==> config.mk <==
export PLATFORM = sky130hd
export DESIGN_NAME = vga_scan_driver
export DESIGN_NICKNAME = d
export VERILOG_FILES = /design/src/rtl/vga_scan_driver.sv
export SDC_FILE = /design/constraint.sdc
export NUM_CORES = 1
export LEC_CHECK = 0
export CAP_MARGIN = 25
export CORE_MARGIN = 2
export CORE_UTILIZATION = 44
export CTS_BUF_LIST = sky130_fd_sc_hd__clkbuf_2
export DETAILED_ROUTE_END_ITERATION = 7
export MAX_ROUTING_LAYER = met4
export PLACE_DENSITY_LB_ADDON = 0.3
export REMOVE_ABC_BUFFERS = 1
export SYNTH_ARGS = -nofsm -noshare
export SYNTH_HDL_FRONTEND = slang
export SYNTH_SLANG_ARGS = --single-unit
==> constraint.sdc <==
create_clock -name clk -period 1.7 [get_ports clk]
set_input_delay 0.17 -clock clk [delete_from_list [all_inputs] [get_ports clk]]
set_output_delay 0.17 -clock clk [all_outputs]
set_load 0.02 [all_outputs]
==> src/rtl/vga_scan_driver.sv <==
// VGA raster driver: pixel-rate divider, horizontal/vertical scan counters, and a registered sync/colour stage.
// Define VGA_BORDER_EN to force a one-pixel white frame around the active area.
module vga_scan_driver #(
  parameter int CLK_DIV  = 4,
  parameter int H_ACTIVE = 640,
  parameter int H_FP     = 16,
  parameter int H_SYNC   = 96,
  parameter int H_BP     = 48,
  parameter int V_ACTIVE = 480,
  parameter int V_FP     = 10,
  parameter int V_SYNC   = 2,
  parameter int V_BP     = 33
) (
  input  logic        clk,
  input  logic        rst_n,
  input  logic [11:0] color_data,
  output logic [9:0]  p_row,
  output logic [9:0]  p_col,
  output logic        video_on,
  output logic        pixel_tick,
  output logic        frame_tick,
  output logic        hsync,
  output logic        vsync,
  output logic [3:0]  vga_r,
  output logic [3:0]  vga_g,
  output logic [3:0]  vga_b
);

  localparam int H_TOTAL = H_ACTIVE + H_FP + H_SYNC + H_BP;
  localparam int V_TOTAL = V_ACTIVE + V_FP + V_SYNC + V_BP;
  localparam int DIV_W   = (CLK_DIV > 1) ? $clog2(CLK_DIV) : 1;

  localparam logic [DIV_W-1:0] DIV_LAST     = DIV_W'(CLK_DIV - 1);
  localparam logic [9:0]       H_LAST       = 10'(H_TOTAL - 1);
  localparam logic [9:0]       V_LAST       = 10'(V_TOTAL - 1);
  localparam logic [9:0]       H_ACT        = 10'(H_ACTIVE);
  localparam logic [9:0]       V_ACT        = 10'(V_ACTIVE);
  localparam logic [9:0]       H_SYNC_FIRST = 10'(H_ACTIVE + H_FP);
  localparam logic [9:0]       H_SYNC_LAST  = 10'(H_ACTIVE + H_FP + H_SYNC - 1);
  localparam logic [9:0]       V_SYNC_FIRST = 10'(V_ACTIVE + V_FP);
  localparam logic [9:0]       V_SYNC_LAST  = 10'(V_ACTIVE + V_FP + V_SYNC - 1);

  logic [DIV_W-1:0] div_cnt;
  logic [9:0]       h_cnt;
  logic [9:0]       v_cnt;
  logic             h_sync_on;
  logic             v_sync_on;
  logic [11:0]      pixel_rgb;

  assign p_col      = h_cnt;
  assign p_row      = v_cnt;
  assign pixel_tick = (div_cnt == DIV_LAST);
  assign frame_tick = pixel_tick && (h_cnt == H_LAST) && (v_cnt == V_LAST);
  assign video_on   = (h_cnt < H_ACT) && (v_cnt < V_ACT);
  assign h_sync_on  = (h_cnt >= H_SYNC_FIRST) && (h_cnt <= H_SYNC_LAST);
  assign v_sync_on  = (v_cnt >= V_SYNC_FIRST) && (v_cnt <= V_SYNC_LAST);

  // NOTE: default assignment first so every path drives pixel_rgb and no latch is inferred.
  always_comb begin
    pixel_rgb = 12'h000;
    if (video_on) begin
      pixel_rgb = color_data;
`ifdef VGA_BORDER_EN
      if (h_cnt == 10'd0 || h_cnt == 10'(H_ACTIVE - 1) ||
          v_cnt == 10'd0 || v_cnt == 10'(V_ACTIVE - 1)) begin
        pixel_rgb = 12'hFFF;
      end
`endif
    end
  end

  // NOTE: non-blocking assignments so every register samples pre-edge values of its peers.
  always_ff @(posedge clk or negedge rst_n) begin
    if (!rst_n) begin
      div_cnt <= '0;
      h_cnt   <= '0;
      v_cnt   <= '0;
      hsync   <= 1'b1;
      vsync   <= 1'b1;
      vga_r   <= '0;
      vga_g   <= '0;
      vga_b   <= '0;
    end else begin
      div_cnt <= pixel_tick ? '0 : div_cnt + 1'b1;
      if (pixel_tick) begin
        if (h_cnt == H_LAST) begin
          h_cnt <= '0;
          v_cnt <= (v_cnt == V_LAST) ? 10'd0 : v_cnt + 10'd1;
        end else begin
          h_cnt <= h_cnt + 10'd1;
        end
        // Output stage captures the pixel being left, giving one pixel period of latency.
        {vga_r, vga_g, vga_b} <= pixel_rgb;
        hsync <= ~h_sync_on;
        vsync <= ~v_sync_on;
      end
    end
  end

endmodule

==> results of run 1 <==
[cell usage after synthesis (3+ instances only)]
cell type                  instances  area, um2
sky130_fd_sc_hd__dfrtp_1          34        851
sky130_fd_sc_hd__nand2_1          21       78.8
sky130_fd_sc_hd__inv_1            17       63.8
sky130_fd_sc_hd__nor2_1           12       45.0
sky130_fd_sc_hd__o22ai_1          12       75.1
sky130_fd_sc_hd__nand3_1          11       55.1
sky130_fd_sc_hd__xnor2_1           9       78.8
sky130_fd_sc_hd__ha_1              5       62.6
sky130_fd_sc_hd__o21ai_0           5       25.0
sky130_fd_sc_hd__and3_1            4       25.0
sky130_fd_sc_hd__clkbuf_1          4       15.0
sky130_fd_sc_hd__nor3_1            4       20.0
sky130_fd_sc_hd__nor4_1            4       25.0
sky130_fd_sc_hd__xor2_1            4       35.0
sky130_fd_sc_hd__a21oi_1           3       15.0
sky130_fd_sc_hd__nand4_1           3       18.8
[per-stage QoR]
stage | area [um2] | setup TNS, ns | worst slack (ns) | instances
detailed placement | 2450 | -0.961 | -0.207 | 295
finish | 2960 | -0.669 | -0.236 | 326
floorplan | 1670 | -7.47 | -0.681 | 167
global placement | 2450 | -0.631 | -0.189 | 295
CTS | 2770 | -0.249 | -0.181 | 317
global route | 2960 | -1.27 | -0.366 | 326
[state kept, by name, summed over array words and instances (netlist names)]
register / count
vga_b: 4
p_row: 10
hsync: 1
div_cnt: 2
vga_r: 4
p_col: 10
vga_g: 4
vsync: 1
[routing by layer]
metal | global-route usage (%) | vias up
li1 | - | 807
met1 | 28.7 | 873
met4 | 8.93 | 0
met2 | 43.4 | 75
met5 | - | -
met3 | 6.47 | 23
[kinds of logic (layout without fill, tap and decap cells)]
| kind of cell | after synthesis | count (layout) | synth area share [%] |
|---|---|---|---|
| AOI/OAI and AO/OA | 24 | 24 | 8.74 |
| and+or+nand+nor | 70 | 70 | 20.9 |
| DFF | 36 | 36 | 53.0 |
| buffers and inverters | 23 | 128 | 5.73 |
| muxes | 2 | 2 | 1.18 |
| adders and majority gates | 5 | 5 | 3.67 |
| xor gates and xnor gates | 13 | 13 | 6.69 |
[power breakdown]
part	internal, uW	total (uW)	switching [uW]	leakage (uW)
clock	246	556	310	0.0000390
sequential	872	880	7.75	0.000452
combinational	59.2	112	52.3	0.000979
[layout make-up]
type / instances / area (um2) / share of cell area (%)
clock buffers: 5 / 25.0 / 0.845
clock inverters: 3 / 42.5 / 1.44
inverters: 17 / 63.8 / 2.16
multi-input cells: 114 / 933 / 31.5
flip-flops and latches: 36 / 905 / 30.6
well taps: 48 / 60.1 / 2.03
repair buffers: 103 / 931 / 31.4
[path summary, 6_finish.rpt]
| kind | to | slack (ns) | cells past startpoint |
|---|---|---|---|
| max reg2reg | p_row[0]$_DFFE_PN0P_ | -0.12 | 6 |
| max in group asynchronous | hsync$_DFFE_PN1P_ | 1.20 | 2 |
| min reg2reg | hsync$_DFFE_PN1P_ | 0.50 | 2 |
| min | p_row[7]$_DFFE_PN0P_ | 0.14 | 2 |
| max | frame_tick | -0.24 | 6 |
| min in group clk | vga_b[1]$_DFFE_PN0P_ | 0.27 | 3 |
[critical path: cells and delay by family (launching register included)]
family	cells	cell delay, ns
buf+inv	2	0.23
fa+ha+maj	1	0.13
flops	1	0.43
simple gates	3	0.57
[what timing repair did]
action | 4_1_cts | 5_1_grt
gates cloned | 0 | 1
setup endpoints to repair | 30 | 19
buffers inserted | 17 | 9
resized for setup | 73 | 29
pin swaps | 17 | 11
==> results.cfg, run 1 <==
[grt]
grt_max_degree = 38
grt_overflow = 0
first_pass_grt_wire_length_um = 8040
initial_antenna_violation_count = 0
grt_use_total_pct = 25.3
vias_in_the_first_global_route = 1722

[sta]
min_period_ns = 1.94
final-setup-viol-count = 10
slew_violations = 0
timing_hold_violations_final = 0
max_freq_mhz = 517
timing_worst_slew_pin_value_ns = 0.535
post-route-period-util_pct = 114
grt_setup_unrepaired = yes
skew_ns = 0.0197
whs_ns = 0.144
slew_headroom_pct = 64.3
post-route-worst-setup-slack_ns = -0.236

[synthesis]
post_synth.cell_area_avg_um2 = 9.84
ys_ff_latch = 36
ys_async_sr_fraction_pct = 100
post_synth_inst_count = 173
syn-cell-area_mm2 = 0.00170
synth.yosys.warnings = 0
yosys.cell_types.count = 31
synth_top_flop_cell = sky130_fd_sc_hd__dfrtp_1
synth_enable_flop_cells = 0
yosysSeqAreaShare_pct = 53.0

[worst_setup_path]
timing.critical_path.cells = inv_2, ha_4, nor4bb_4, nand4_1, nor2_2, buf_6
end_kind = primary output
crit_path_max_incr_delay_ns = 0.43
crit_slowest_cell = sky130_fd_sc_hd__dfrtp_1
endpoint_required_time_on_the_critical_path_ns = 1.53
critPathLaunch = p_row[0]$_DFFE_PN0P_
start_kind = flip-flop
critPathArrivalTime_ns = 1.77
r2r_start = p_col[6]$_DFFE_PN0P_
criticalPathCategory = flip-flop to primary output
crit_fanout = 2

[drt]
length_of_routed_wiring_on_met1_um = 2210
via_count = 1778
routed-wl-met2_um = 3010
drt-wirelength-per-cell_um = 17.7
routed_wl_um = 5770
number_of_drc_violations_after_detailed_routing_iteration_0 = 166
detailroute.wirelength.met3_um = 328
avgViaCountPerCell = 5.45
detail_route.drc_violations = 0
top_layer_used = met4
drt_first_pass_iters = 4
final_antenna_net_count = 0

[finish]
final_core_util_pct = 80.3
syn2layout_area_growth_pct = 73.8
final_layout_size_suffix_gt1_share_pct = 36.7
layout.cells.most_common = sky130_fd_sc_hd__buf_4
net_total_in_the_final_layout = 296
fillers = 221
n_antenna_cell = 0
final_cell_mix = 47 x sky130_fd_sc_hd__buf_4, 33 x sky130_fd_sc_hd__dfrtp_1, 25 x sky130_fd_sc_hd__clkdlybuf4s50_1

[placed_design]
hpwlAfterDp_um = 2960
gpl.final_weighted_congestion = 0.893
buffer_ports.inserted = 50

[clock_tree]
cts-htree-levels = 2
cts_inserted_buffers = 5
clock-root-buffer = sky130_fd_sc_hd__clkbuf_2
cts_tree = built
clk_latency_ns = 0.41
clock-sinks = 36
maximum_count_of_clock_buffers_along_a_single_path = 2
clk_transition_reported_paths_ns = 0.20
holdBufCountCts = 0

[outcome]
run_status = finished with violations
violated_checks = setup timing

[floorplan]
core.rowCount = 22
fp.coreArea_mm2 = 0.00369
die_h_um = 66.2
top_level_ports = 51
effective_utilization_at_floorplan_pct = 46.2
die_w_um = 66.2
total_die_area_mm2 = 0.00438

[power]
cellLeakagePower_uw = 0.00147
pwr_density_cell_mw_per_mm2 = 522
total_power_uw = 1550
vdd_drop_max_mv = 0.460

[flow_run]
reported_max_cap_violation_count = 0

[worst_hold_path]
min_path_type = input pin to async pin
Note: power is estimated with default switching activity, not from simulation.
==> run 2, diff against run 1 <==
--- a/config.mk
+++ b/config.mk
@@ -12,7 +12,6 @@
 export DETAILED_ROUTE_END_ITERATION = 7
 export MAX_ROUTING_LAYER = met4
 export PLACE_DENSITY_LB_ADDON = 0.3
-export REMOVE_ABC_BUFFERS = 1
 export SYNTH_ARGS = -nofsm -noshare
 export SYNTH_HDL_FRONTEND = slang
 export SYNTH_SLANG_ARGS = --single-unit
==> results.cfg, run 2 (synthesis results as in run 1) <==
[outcome]
run_status = finished with violations
violated_checks = setup timing

[synthesis]
net_count_of_the_mapped_netlist = 192

[clock_tree]
cts_inserted_buffers = 5
cts_tree = built
clk_latency_ns = 0.40
clk_transition_reported_paths_ns = 0.19
maximum_count_of_clock_buffers_along_a_single_path = 2
clock-sinks = 36
cts-htree-levels = 2
clock-root-buffer = sky130_fd_sc_hd__clkbuf_2
holdBufCountCts = 0

[floorplan]
fp.coreArea_mm2 = 0.00369
die_h_um = 66.2
total_die_area_mm2 = 0.00438
top_level_ports = 51
core.rowCount = 22
effective_utilization_at_floorplan_pct = 46.2
die_w_um = 66.2

[grt]
grt_overflow = 0
vias_in_the_first_global_route = 1744
grt_use_total_pct = 25.9
first_pass_grt_wire_length_um = 8340
initial_antenna_violation_count = 0
grt_max_degree = 38

[sta]
timing_worst_slew_pin_value_ns = 0.544
slew_headroom_pct = 63.7
min_period_ns = 1.96
slew_violations = 0
post-route-period-util_pct = 115
skew_ns = 0.00924
grt_setup_unrepaired = yes
timing_hold_violations_final = 0
max_freq_mhz = 510
final-setup-viol-count = 11
post-route-worst-setup-slack_ns = -0.262

[finish]
final_cell_mix = 45 x sky130_fd_sc_hd__buf_4, 33 x sky130_fd_sc_hd__dfrtp_1, 25 x sky130_fd_sc_hd__clkdlybuf4s50_1
layout.cells.most_common = sky130_fd_sc_hd__buf_4
net_total_in_the_final_layout = 298
syn2layout_area_growth_pct = 74.0
final_layout_size_suffix_gt1_share_pct = 35.0
n_antenna_cell = 0
final_core_util_pct = 80.3

[power]
power_frac_clock_pct = 35.6
pwr_density_cell_mw_per_mm2 = 522
switching_share_pct = 23.2
p_comb_share_pct = 7.5
cellLeakagePower_uw = 0.00146
netSwitchingPower_uw = 359
p_int_uw = 1190
vdd_drop_max_mv = 0.581
pwr-share-seq_pct = 56.9

[placed_design]
buffer_ports.inserted = 50
detailedPlace.worstSlack_ns = -0.268
gpl.final_weighted_congestion = 0.865
hpwlAfterDp_um = 3260

[worst_setup_path]
critPathArrivalTime_ns = 1.79
criticalPathCategory = flip-flop to primary output
crit_path_max_incr_delay_ns = 0.42
crit_slowest_cell = sky130_fd_sc_hd__dfrtp_1
end_kind = primary output
timing.critical_path.cells = inv_2, ha_4, nor4bb_4, nand4_1, nor2_2, buf_6
start_kind = flip-flop
endpoint_required_time_on_the_critical_path_ns = 1.53
crit_fanout = 2

[drt]
final_antenna_net_count = 0
drt_first_pass_iters = 4
drt-wirelength-per-cell_um = 17.8
detail_route.drc_violations = 0
number_of_drc_violations_after_detailed_routing_iteration_0 = 117
routed_wl_um = 5840
avgViaCountPerCell = 5.42
via_count = 1777

[flow_run]
reported_max_cap_violation_count = 0

[worst_hold_path]
min_path_type = input pin to async pin
## run 2: cell count changes in the layout (fill, tap and decap cells not counted), sizes merged
cell          delta
buf              +2
clkinvlp         -1
dlygate4sd2      +2
dlymetal6s2s     -1
## run 2: power by group through the flow
stage	clock network [uW]	registers (uW)	logic (uW)
finish	551	879	116
global route	618	882	127
CTS	552	879	118
detailed placement	0	894	117
global placement	0	894	115
floorplan	0	913	12.8
## run 2: final timing paths
check	depth (start not counted)	start	endpoint	slack (ns)
worst max-delay path	6	p_row[0]$_DFFE_PN0P_	frame_tick	-0.26
worst min-delay path	2	rst_n	vga_b[3]$_DFFE_PN0P_	0.14
worst max register to register	6	p_col[6]$_DFFE_PN0P_	p_col[8]$_DFFE_PN0P_	-0.20
worst min register to register	2	vsync$_DFFE_PN1P_	vsync$_DFFE_PN1P_	0.51
max in group asynchronous	2	rst_n	hsync$_DFFE_PN1P_	1.32
min in group clk	3	color_data[11]	vga_r[3]$_DFFE_PN0P_	0.30
## run 2: layout make-up
| type | count | area [um2] |
|---|---|---|
| clock buffer | 6 | 30.0 |
| clock inverter | 2 | 35.0 |
| fill | 240 | 726 |
| inverter | 17 | 63.8 |
| multi-input combinational | 114 | 900 |
| sequential | 36 | 905 |
| tap | 48 | 60.1 |
| timing repair buffer | 105 | 970 |
## run 2: worst max-delay path, delay by kind of cell (launching register included)
kind | cells | cell delay, ns
flops | 1 | 0.42
buf+inv | 2 | 0.23
fa+ha+maj | 1 | 0.13
simple gates | 3 | 0.61
## run 2: stage by stage
| step | TNS, ns | area (um2) | total power (uW) | hold slack, ns | std cells |
|---|---|---|---|---|---|
| 6_report | -1.60 | 2960 | 1550 | 0.136 | 328 |
| 5_1_grt | -2.16 | 2960 | 1630 | 0.103 | 328 |
| 4_1_cts | -0.364 | 2790 | 1550 | 0.143 | 321 |
| 3_5_place_dp | -1.31 | 2500 | 1010 | 0.477 | 297 |
| 3_3_place_gp | -0.872 | 2500 | 1010 | 0.473 | 297 |
| 2_1_floorplan | -0.493 | 1720 | 926 | -0.126 | 173 |
## run 2: what timing repair did
action / 4_1_cts / 5_1_grt
setup buffers: 17 / 8
pin swaps: 13 / 14
endpoints found under the setup margin: 27 / 18
resized for setup: 61 / 30
gates cloned: 0 / 1
## run 2: layer usage
metal / up-vias / part of all wire, % / global-route usage [%]
met4: 0 / 3.6 / 10.7
met3: 26 / 7.6 / 5.28
li1: 812 / - / -
met2: 91 / 50 / 43.8
met1: 848 / 39 / 30.1
met5: - / 0 / -
==> run 3, diff against run 2 <==
--- a/config.mk
+++ b/config.mk
@@ -6,12 +6,13 @@
 export NUM_CORES = 1
 export LEC_CHECK = 0
 export CAP_MARGIN = 25
-export CORE_MARGIN = 2
 export CORE_UTILIZATION = 44
 export CTS_BUF_LIST = sky130_fd_sc_hd__clkbuf_2
 export DETAILED_ROUTE_END_ITERATION = 7
+export GPL_ROUTABILITY_DRIVEN = 0
 export MAX_ROUTING_LAYER = met4
 export PLACE_DENSITY_LB_ADDON = 0.3
 export SYNTH_ARGS = -nofsm -noshare
 export SYNTH_HDL_FRONTEND = slang
 export SYNTH_SLANG_ARGS = --single-unit
+export TNS_END_PERCENT = 10
==> results.cfg, run 3 (synthesis results as in run 1) <==
[floorplan]
fp.coreArea_mm2 = 0.00369
core.rowCount = 22
die_h_um = 64.2
top_level_ports = 51
effective_utilization_at_floorplan_pct = 46.2
total_die_area_mm2 = 0.00412
die_w_um = 64.2

[drt]
number_of_drc_violations_after_detailed_routing_iteration_0 = 71
via_count = 1591
drt_first_pass_iters = 6
detail_route.drc_violations = 0
routed_wl_um = 4320
avgViaCountPerCell = 5.08
final_antenna_net_count = 0
drt-wirelength-per-cell_um = 13.8

[clock_tree]
clock-root-buffer = sky130_fd_sc_hd__clkbuf_2
cts_inserted_buffers = 5
clock-sinks = 36
holdBufCountCts = 0
clk_transition_reported_paths_ns = 0.18
cts-htree-levels = 2
maximum_count_of_clock_buffers_along_a_single_path = 2
cts_tree = built
clk_latency_ns = 0.39

[worst_setup_path]
crit_fanout = 2
r2r_start = p_col[7]$_DFFE_PN0P_
end_kind = primary output
criticalPathCategory = flip-flop to primary output
worst-r2r-cell-count = 5
start_kind = flip-flop
r2r_setup_slack_ns = -0.12
worstReg2RegEnd = p_row[4]$_DFFE_PN0P_
critPathArrivalTime_ns = 1.72
endpoint_required_time_on_the_critical_path_ns = 1.53

[outcome]
run_status = finished with violations
violated_checks = setup timing

[sta]
skew_ns = 0.0193
timing_hold_violations_final = 0
post-route-worst-setup-slack_ns = -0.191
grt_setup_unrepaired = yes
timing_worst_slew_pin_value_ns = 0.458
max_freq_mhz = 529
final-setup-viol-count = 7
min_period_ns = 1.89
slew_violations = 0
post-route-period-util_pct = 111
slew_headroom_pct = 69.5

[placed_design]
buffer_ports.inserted = 50
detailedPlace.worstSlack_ns = -0.226
hpwlAfterDp_um = 3040
dpl.cell_count = 300

[grt]
initial_antenna_violation_count = 0
grt_busiest_layer = met2
vias_in_the_first_global_route = 1563
met3_usage_pct = 5.89
grt_max_degree = 38
grt_use_total_pct = 23.6
grt_overflow = 0
grt_util_met2_pct = 37.9
first_pass_grt_wire_length_um = 7140
groute.layer.met1.usage_pct = 29.0

[finish]
final_cell_mix = 42 x sky130_fd_sc_hd__buf_4, 34 x sky130_fd_sc_hd__dfrtp_1, 25 x sky130_fd_sc_hd__clkdlybuf4s50_1
final_core_util_pct = 72.6
n_antenna_cell = 0
net_total_in_the_final_layout = 283
layoutNonFillerInstCount = 313
final_layout_size_suffix_gt1_share_pct = 25.7
syn2layout_area_growth_pct = 57.2
layout.cells.most_common = sky130_fd_sc_hd__buf_4

[power]
cellLeakagePower_uw = 0.00136
vdd_drop_max_mv = 0.374
pwr_density_cell_mw_per_mm2 = 565

[synthesis]
net_count_of_the_mapped_netlist = 192

[flow_run]
reported_max_cap_violation_count = 0

[worst_hold_path]
min_path_type = input pin to async pin
==> run 3: changes by cell type in the layout (fill, tap and decap cells not counted), sizes merged <==
cell | previous run | this run
dlygate4sd2 | 19 | 12
buf | 57 | 45
clkinv | 1 | 2
clkbuf | 7 | 5
dlymetal6s2s | 3 | 8
==> run 3: what timing repair did <==
action / CTS / global route
buffers inserted: 5 / 1
pin swaps: 7 / 4
resized for setup: 38 / 20
setup endpoints to repair: 26 / 21
==> run 3: report_power, final <==
group / internal (uW) / leakage [uW] / switching, uW / total, uW
Combinational: 59.3 / 0.000870 / 52.0 / 111
Sequential: 872 / 0.000454 / 6.86 / 879
Clock: 240 / 0.0000380 / 283 / 523
==> run 3: per-stage QoR <==
stage,hold WS (ns),cell area [um2],setup TNS [ns],power (uW)
final,0.172,2680,-0.588,1510
after detailed placement,0.480,2500,-0.918,1010
after global placement,0.471,2500,-0.585,1010
after CTS,0.177,2610,-0.742,1530
after global routing,0.164,2680,-1.27,1590
after floorplan,-0.126,1720,-0.864,926
==> run 3: final cells by class <==
type / count / area [um2]
fillers: 281 / 1010
flip-flops and latches: 36 / 903
repair buffers: 90 / 807
multi-input cells: 114 / 781
inverters: 17 / 63.8
well taps: 48 / 60.1
clock inverters: 3 / 37.5
clock buffers: 5 / 25.0
==> run 3: worst max-delay path by stage <==
stage                         start              endpoint  slack [ns]  cells after the start
2_1_floorplan  p_col[7]$_DFFE_PN0P_  p_row[0]$_DFFE_PN0P_       -0.12                      5
3_3_place_gp   p_col[7]$_DFFE_PN0P_            frame_tick       -0.13                      4
3_5_place_dp   p_col[7]$_DFFE_PN0P_            frame_tick       -0.23                      4
4_1_cts        p_row[1]$_DFFE_PN0P_            frame_tick       -0.20                      6
5_1_grt        p_row[0]$_DFFE_PN0P_            frame_tick       -0.29                      6
6_report       p_row[0]$_DFFE_PN0P_            frame_tick       -0.19                      6
==> run 3: critical path, stage by stage, from the launching register on <==
cell and delay [ns]:
sky130_fd_sc_hd__dfrtp_1 0.43, sky130_fd_sc_hd__inv_2 0.09, sky130_fd_sc_hd__ha_4 0.13, sky130_fd_sc_hd__nor4bb_4 0.17, sky130_fd_sc_hd__nand4_1 0.17, sky130_fd_sc_hd__nor2_1 0.19, sky130_fd_sc_hd__buf_4 0.17
==> run 3: layer usage <==
metal  vias up  part of all wire, %
li1        776                    -
met5         -                    0
met2        64                   47
met3         8                  6.2
met1       743                   46
met4         0                  1.4
